`config.mk`:
```
export PLATFORM = sky130hd
export DESIGN_NAME = pcie_hcmd_slot_req
export DESIGN_NICKNAME = d
export VERILOG_FILES = /design/src/rtl/pcie_hcmd_slot_pkg.sv /design/src/rtl/pcie_hcmd_slot_free_fifo.sv /design/src/rtl/pcie_hcmd_slot_req.sv
export SDC_FILE = /design/constraint.sdc
export NUM_CORES = 1
export LEC_CHECK = 0
export CAP_MARGIN = 40
export CORE_MARGIN = 8
export CORE_UTILIZATION = 48
export DETAILED_ROUTE_END_ITERATION = 12
export GPL_ROUTABILITY_DRIVEN = 1
export HOLD_SLACK_MARGIN = 0.06
export PLACE_DENSITY_LB_ADDON = 0.05
export SKIP_CTS_REPAIR_TIMING = 1
export SYNTH_ARGS = -nofsm -noshare
export SYNTH_HDL_FRONTEND = slang
export SYNTH_SLANG_ARGS = --single-unit
```
`constraint.sdc`:
```
create_clock -name pcie_user_clk -period 3 [get_ports pcie_user_clk]
set_clock_uncertainty 0.1 [all_clocks]
set_input_delay 0.75 -clock pcie_user_clk [delete_from_list [all_inputs] [get_ports pcie_user_clk]]
set_output_delay 0.75 -clock pcie_user_clk [all_outputs]
set_load 0.005 [all_outputs]
```
`src/rtl/pcie_hcmd_slot_pkg.sv`:
```
// pcie_hcmd_slot_pkg: shared widths, one-hot FSM states and slot count type for the slot requester
package pcie_hcmd_slot_pkg;
  localparam int C_SLOT_WIDTH = 1024;
  localparam int C_SLOT_TAG_WIDTH = 10;
  typedef logic [C_SLOT_TAG_WIDTH:0] slot_cnt_t;
  typedef logic [2:0] state_t;
  localparam state_t S_IDLE = 3'b001;
  localparam state_t S_WAIT_SLOT = 3'b010;
  localparam state_t S_GNT = 3'b100;
endpackage

```
`src/rtl/pcie_hcmd_slot_free_fifo.sv`:
```
// pcie_hcmd_slot_free_fifo: synchronous tag FIFO for completion tags awaiting release
// Ports: clk/rst_n (async active-low), push/din write side, pop/dout read side (dout is the head), full/empty flags.
module pcie_hcmd_slot_free_fifo #(
  parameter int P_DEPTH = 8,
  parameter int P_WIDTH = 10
) (
  input  logic               clk,
  input  logic               rst_n,
  input  logic               push,
  input  logic [P_WIDTH-1:0] din,
  input  logic               pop,
  output logic [P_WIDTH-1:0] dout,
  output logic               full,
  output logic               empty
);
  localparam int AW = $clog2(P_DEPTH);
  logic [P_WIDTH-1:0] mem_q [P_DEPTH];
  logic [AW:0] wr_q, wr_d, rd_q, rd_d;
  always_comb begin
    wr_d = wr_q + {{AW{1'b0}}, push};
    rd_d = rd_q + {{AW{1'b0}}, pop};
  end
  always_ff @(posedge clk or negedge rst_n) begin
    if (!rst_n) begin
      wr_q <= '0;
      rd_q <= '0;
    end else begin
      wr_q <= wr_d;
      rd_q <= rd_d;
    end
  end
  always_ff @(posedge clk) begin
    if (push) mem_q[wr_q[AW-1:0]] <= din;
  end
  assign dout = mem_q[rd_q[AW-1:0]];
  assign empty = wr_q == rd_q;
  assign full = (wr_q[AW] != rd_q[AW]) && (wr_q[AW-1:0] == rd_q[AW-1:0]);
endmodule

```
`src/rtl/pcie_hcmd_slot_req.sv`:
```
// pcie_hcmd_slot_req: host-command slot requester (tag allocation handshake, completion free path, outstanding count)
// Ports: cmd_req_* in / cmd_gnt_* out (id+tag pairing), hcmd_slot_* allocator handshake, cpl_tag_* completions,
// hcmd_slot_free_en/invalid_tag free strobe, slot_outstanding_cnt, dbl_free_err.
// Optional macro PCIE_HCMD_SLOT_DBL_FREE_CHK_EN adds a busy bitmap that drops frees of unallocated tags.
module pcie_hcmd_slot_req
  import pcie_hcmd_slot_pkg::*;
#(
  parameter int P_SLOT_WIDTH = C_SLOT_WIDTH,
  parameter int P_SLOT_TAG_WIDTH = C_SLOT_TAG_WIDTH,
  parameter int P_CMD_ID_WIDTH = 16,
  parameter int P_FREE_FIFO_DEPTH = 8
) (
  input  logic                        pcie_user_clk,
  input  logic                        pcie_user_rst_n,
  input  logic                        cmd_req_valid,
  input  logic [P_CMD_ID_WIDTH-1:0]   cmd_req_id,
  output logic                        cmd_req_ready,
  output logic                        cmd_gnt_valid,
  output logic [P_CMD_ID_WIDTH-1:0]   cmd_gnt_id,
  output logic [P_SLOT_TAG_WIDTH-1:0] cmd_gnt_tag,
  input  logic                        hcmd_slot_rdy,
  input  logic [P_SLOT_TAG_WIDTH-1:0] hcmd_slot_tag,
  output logic                        hcmd_slot_alloc_en,
  input  logic                        cpl_tag_valid,
  input  logic [P_SLOT_TAG_WIDTH-1:0] cpl_tag,
  output logic                        cpl_tag_ready,
  output logic                        hcmd_slot_free_en,
  output logic [P_SLOT_TAG_WIDTH-1:0] hcmd_slot_invalid_tag,
  output slot_cnt_t                   slot_outstanding_cnt,
  output logic                        dbl_free_err
);
  state_t state_q, state_d;
  logic [P_CMD_ID_WIDTH-1:0] id_q, id_d;
  logic [P_SLOT_TAG_WIDTH-1:0] tag_q, tag_d, inv_tag_q, inv_tag_d, head_tag;
  logic free_en_q, free_en_d, err_q, err_d;
  logic fifo_full, fifo_empty, push, pop, free_ok;
  slot_cnt_t cnt_q, cnt_d;
  assign push = cpl_tag_valid & ~fifo_full;
  assign pop = ~fifo_empty;
  pcie_hcmd_slot_free_fifo #(.P_DEPTH(P_FREE_FIFO_DEPTH), .P_WIDTH(P_SLOT_TAG_WIDTH)) u_free_fifo (
    .clk(pcie_user_clk), .rst_n(pcie_user_rst_n), .push(push), .din(cpl_tag),
    .pop(pop), .dout(head_tag), .full(fifo_full), .empty(fifo_empty)
  );
`ifdef PCIE_HCMD_SLOT_DBL_FREE_CHK_EN
  logic [P_SLOT_WIDTH-1:0] busy_q, busy_d;
  assign free_ok = busy_q[head_tag];
  // A set on alloc is applied after the clear so a same-cycle alloc of the freed tag leaves it busy.
  always_comb begin
    busy_d = busy_q;
    if (pop & free_ok) busy_d[head_tag] = 1'b0;
    if (hcmd_slot_alloc_en) busy_d[hcmd_slot_tag] = 1'b1;
  end
  always_ff @(posedge pcie_user_clk or negedge pcie_user_rst_n) begin
    if (!pcie_user_rst_n) busy_q <= '0;
    else busy_q <= busy_d;
  end
`else
  assign free_ok = 1'b1;
`endif
  always_ff @(posedge pcie_user_clk or negedge pcie_user_rst_n) begin
    if (!pcie_user_rst_n) begin
      state_q <= S_IDLE;
      id_q <= '0;
      tag_q <= '0;
      free_en_q <= 1'b0;
      inv_tag_q <= '0;
      err_q <= 1'b0;
      cnt_q <= '0;
    end else begin
      state_q <= state_d;
      id_q <= id_d;
      tag_q <= tag_d;
      free_en_q <= free_en_d;
      inv_tag_q <= inv_tag_d;
      err_q <= err_d;
      cnt_q <= cnt_d;
    end
  end
  always_comb begin
    state_d = (state_q == S_IDLE) ? (cmd_req_valid ? S_WAIT_SLOT : S_IDLE) :
              (state_q == S_WAIT_SLOT) ? (hcmd_slot_rdy ? S_GNT : S_WAIT_SLOT) : S_IDLE;
  end
  always_comb begin
    cmd_req_ready = (state_q == S_IDLE) & pcie_user_rst_n;
    hcmd_slot_alloc_en = (state_q == S_WAIT_SLOT) & hcmd_slot_rdy;
    cmd_gnt_valid = state_q == S_GNT;
  end
  always_comb begin
    id_d = (cmd_req_valid & cmd_req_ready) ? cmd_req_id : id_q;
    tag_d = hcmd_slot_alloc_en ? hcmd_slot_tag : tag_q;
    free_en_d = pop & free_ok;
    inv_tag_d = (pop & free_ok) ? head_tag : inv_tag_q;
    err_d = pop & ~free_ok;
    cnt_d = (hcmd_slot_alloc_en & ~free_en_q & (cnt_q != slot_cnt_t'(P_SLOT_WIDTH))) ? cnt_q + 1'b1 :
            (~hcmd_slot_alloc_en & free_en_q & (cnt_q != '0)) ? cnt_q - 1'b1 : cnt_q;
  end
  assign cpl_tag_ready = ~fifo_full;
  assign cmd_gnt_id = id_q;
  assign cmd_gnt_tag = tag_q;
  assign hcmd_slot_free_en = free_en_q;
  assign hcmd_slot_invalid_tag = inv_tag_q;
  assign slot_outstanding_cnt = cnt_q;
  assign dbl_free_err = err_q;
endmodule

```
==> results.md <==
* worst-case headroom to the max-slew limit: 0.475
* fin cells: 664
* simple-gate portion of the synthesized area: 0.0613
* total nets after synthesis: 415
* total core area: 12000 sq um
* worst-path maximum fanout: 6
* buffer cell driving the clock tree root: clkbuf_16
* number of top-level design ports: 94
* synth unique cells: 45
* unrepaired setup endpoints after global routing: true
* layout overhead on the synthesized area: 35.7%
* max-slew violation count: 0
* part of the cycle the worst path needs: 1.02
* Die Footprint: 16100 sq um
* total routed wirelength: 12.4 mm
* Sum Neg Setup Slack: -55.7 ps
* fraction of synthesized area in multiplexers: 0.173
* kind of critical path: reg -> reg
* data arrival time of the critical path: 3310 ps
* die extent in x: 127 microns
* count of nets left with antenna violations after detail routing: 0
* slew at the pin closest to its max-slew limit: 787 ps
* Max Cap Violations: 0
* WL/cell: 18.7 microns
* largest net degree at the start of global routing: 60
* number of enable-type register cells in the synthesized netlist: 80
* total overflow reported by the global router: 0
* Max rail drop VDD: 612 uV
* largest cells by area after synthesis: edfxtp_1 (41%), dfrtp_1 (25%), mux4_2 (8.0%)
* H-tree Lvls: 4
* type of the tightest min-delay check: reg -> reg
* number of global-route vias before repair: 3718
* minimum setup slack in the final design: -55.6 ps
* proportion of synthesized chip area in sequential cells: 0.660
* Vias: 3531
* last weighted congestion value of the routability-driven placer: 0.786
* status: finished, violations left
* Max clock buf depth: 2
* top flip-flop cell by instance count after synthesis: edfxtp_1
* cell leakage power: 3.06 nW
* synthesized cell area: 5880 sq um
* Fmax: 327 MHz
* Yosys top cell area share: 0.408
* number of buffers inserted during clock tree synthesis: 17
* initial DRC count: 223
* share of synthesized registers carrying an async set or reset: 0.424
* hold violation count in the final report: 0
* Pre-Repair DR Iteration Count: 4
* Clk pin slew, worst setup/hold paths: 60 ps
* Worst Setup Start Kind: register
* number of antenna repair diodes: 0
* Worst path max stage delay: 540 ps
* DIE HEIGHT: 127 microns
* Crit. End Element: register
* DRC violation count after routing: 0
* number of clock sinks seen by CTS: 139
* share of layout cells above drive strength 1: 0.286
* FP Rows: 40
* initial cell density of the core: 0.490
* count of input and output buffers: 92
* compound-gate portion of the synthesized area: 0.0389
* initial antenna violation count: 0
* Post-Synthesis Cells: 360
* violated checks: negative setup slack
* Total Routing Usage GR: 0.160
* net count reported at finish: 559
* post-synthesis area per instance: 16.3 sq um
* first-pass GRT wire length: 19.6 mm
* combinational family with the most area after synthesis: multiplexers
* DP HPWL: 8.29 mm
* TritonCTS clock tree: yes
* Post-Synth XOR/XNOR Area: 0.0208
* insertion delay to the later sink of the worst-skew pair: 410 ps
* total power per unit cell area: 1090 nW/um^2
* flop2flop setup slack: -60 ps
* cell type with the highest aggregate area in the netlist: edfxtp_1
* DP Cell Count: 629
* via-per-instance ratio: 5.32
* total number of yosys warnings: 0
* #FFs+latches synth: 139
* shortest clock period the worst path allows after layout: 3060 ps
* critical-path cell list: or4_4 -> nor4_4 -> a21boi_4 -> clkinv_4 -> ha_4 -> nor2b_4 -> o31a_1 -> buf_4 -> or4b_4 -> nand3_2 -> mux2_4
* CP required: 3250 ps
* # setup viols final: 2
* Post-Synth Adder-Cell Area: 0.0311
* slowest cell on the critical path: or4_4
==> logic make-up (layout without fill, tap and decap cells) <==
family,after synthesis,count (layout)
XOR/XNOR,14,14
buffers and inverters,22,179
adder cells (fa/ha/maj),14,14
flip-flops,139,139
other,1,1
AO/OA/AOI/OAI,39,39
AND/OR/NAND/NOR,63,63
multiplexers,68,68
==> state kept, by name (all words and copies together), names as in the netlist <==
name,count
slot_outstanding_cnt,11
hcmd_slot_free_en,1
cmd_gnt_id,16
hcmd_slot_invalid_tag,10
state_q,3
u_free_fifo.wr_q,4
cmd_gnt_tag,10
u_free_fifo.mem_q,80
u_free_fifo.rd_q,4
==> metal layers <==
metal  global-route usage  wire length [microns]  vias to the layer above
li1                     -                      -                     1650
met1                0.193                   5440                     1773
met2                0.264                   6070                       92
met3               0.0448                    705                       16
met4               0.0679                    185                        0
met5                    0                      0                        -
==> cells in the mapped netlist, types with 7 or more instances <==
cell and count:
edfxtp_1 80, dfrtp_1 58, mux2_2 26, mux4_2 21, o21ai_0 18, nand2_1 17, nor2_1 14, ha_1 13
mux2i_1 13, a21oi_1 11, xnor2_1 11, clkbuf_1 8, mux2_4 8, inv_1 7, nand3_1 7
==> worst max-delay path, delay by kind of cell, from the launching register on <==
family | cells | cell delay (ps)
AND/OR/NAND/NOR | 5 | 1530
adder cells (fa/ha/maj) | 1 | 200
buffers and inverters | 2 | 250
multiplexers | 1 | 130
AO/OA/AOI/OAI | 2 | 400
flip-flops | 1 | 380
==> cells in the final DEF, fill, tap and decap left out, drive strengths merged, types with 11 or more instances in the layout <==
cell type / Yosys / routed
ha: 13 / 13
a21oi: 11 / 11
xnor2: 11 / 11
mux2i: 13 / 13
o21ai: 18 / 18
mux2: 34 / 34
mux4: 21 / 21
edfxtp: 80 / 80
buf: 6 / 48
clkdlybuf4s50: 0 / 90
clkbuf: 8 / 19
nand2: 17 / 17
nor2: 15 / 15
dfrtp: 58 / 58
==> per-stage QoR <==
stage | worst slack [ps] | util | power (W) | hold slack, ps | area (sq um)
6_report | -55.6 | 0.664 | 0.00869 | 380 | 7980
5_1_grt | -121 | 0.664 | 0.00922 | 406 | 7980
4_1_cts | -242 | 0.661 | 0.00874 | 388 | 7940
3_5_place_dp | -533 | 0.609 | 0.00653 | 370 | 7310
3_3_place_gp | -463 | 0.609 | 0.00644 | 360 | 7310
2_1_floorplan | -74.6 | - | 0.00495 | 354 | 5950
==> report_power, final <==
group	total, W	internal (W)	switching, W
Clock	0.00219	0.00140	0.000786
Sequential	0.00295	0.00263	0.000316
Combinational	0.00356	0.00209	0.00146
==> area by class of cell <==
class / count / area, sq um
multi-input combinational: 199 / 1990
fill: 883 / 4030
clock buffer: 19 / 433
inverter: 8 / 35.0
sequential: 139 / 3880
timing repair buffer: 139 / 1270
clock inverter: 13 / 191
tap: 147 / 184
==> path summary, 6_finish.rpt <==
kind / cells past startpoint / to / startpoint
worst min-delay path: 2 / hcmd_slot_invalid_tag[1] / hcmd_slot_invalid_tag[1]
worst min register to register: 2 / hcmd_slot_invalid_tag[1] / hcmd_slot_invalid_tag[1]
min in group asynchronous: 2 / slot_outstanding_cnt[7] / pcie_user_rst_n
worst max register to register: 11 / slot_outstanding_cnt[6] / slot_outstanding_cnt[2]
worst max-delay path: 11 / slot_outstanding_cnt[6] / slot_outstanding_cnt[2]
max in group asynchronous: 2 / state_q[1] / pcie_user_rst_n
No activity file was read; power rests on OpenSTA's default activity.
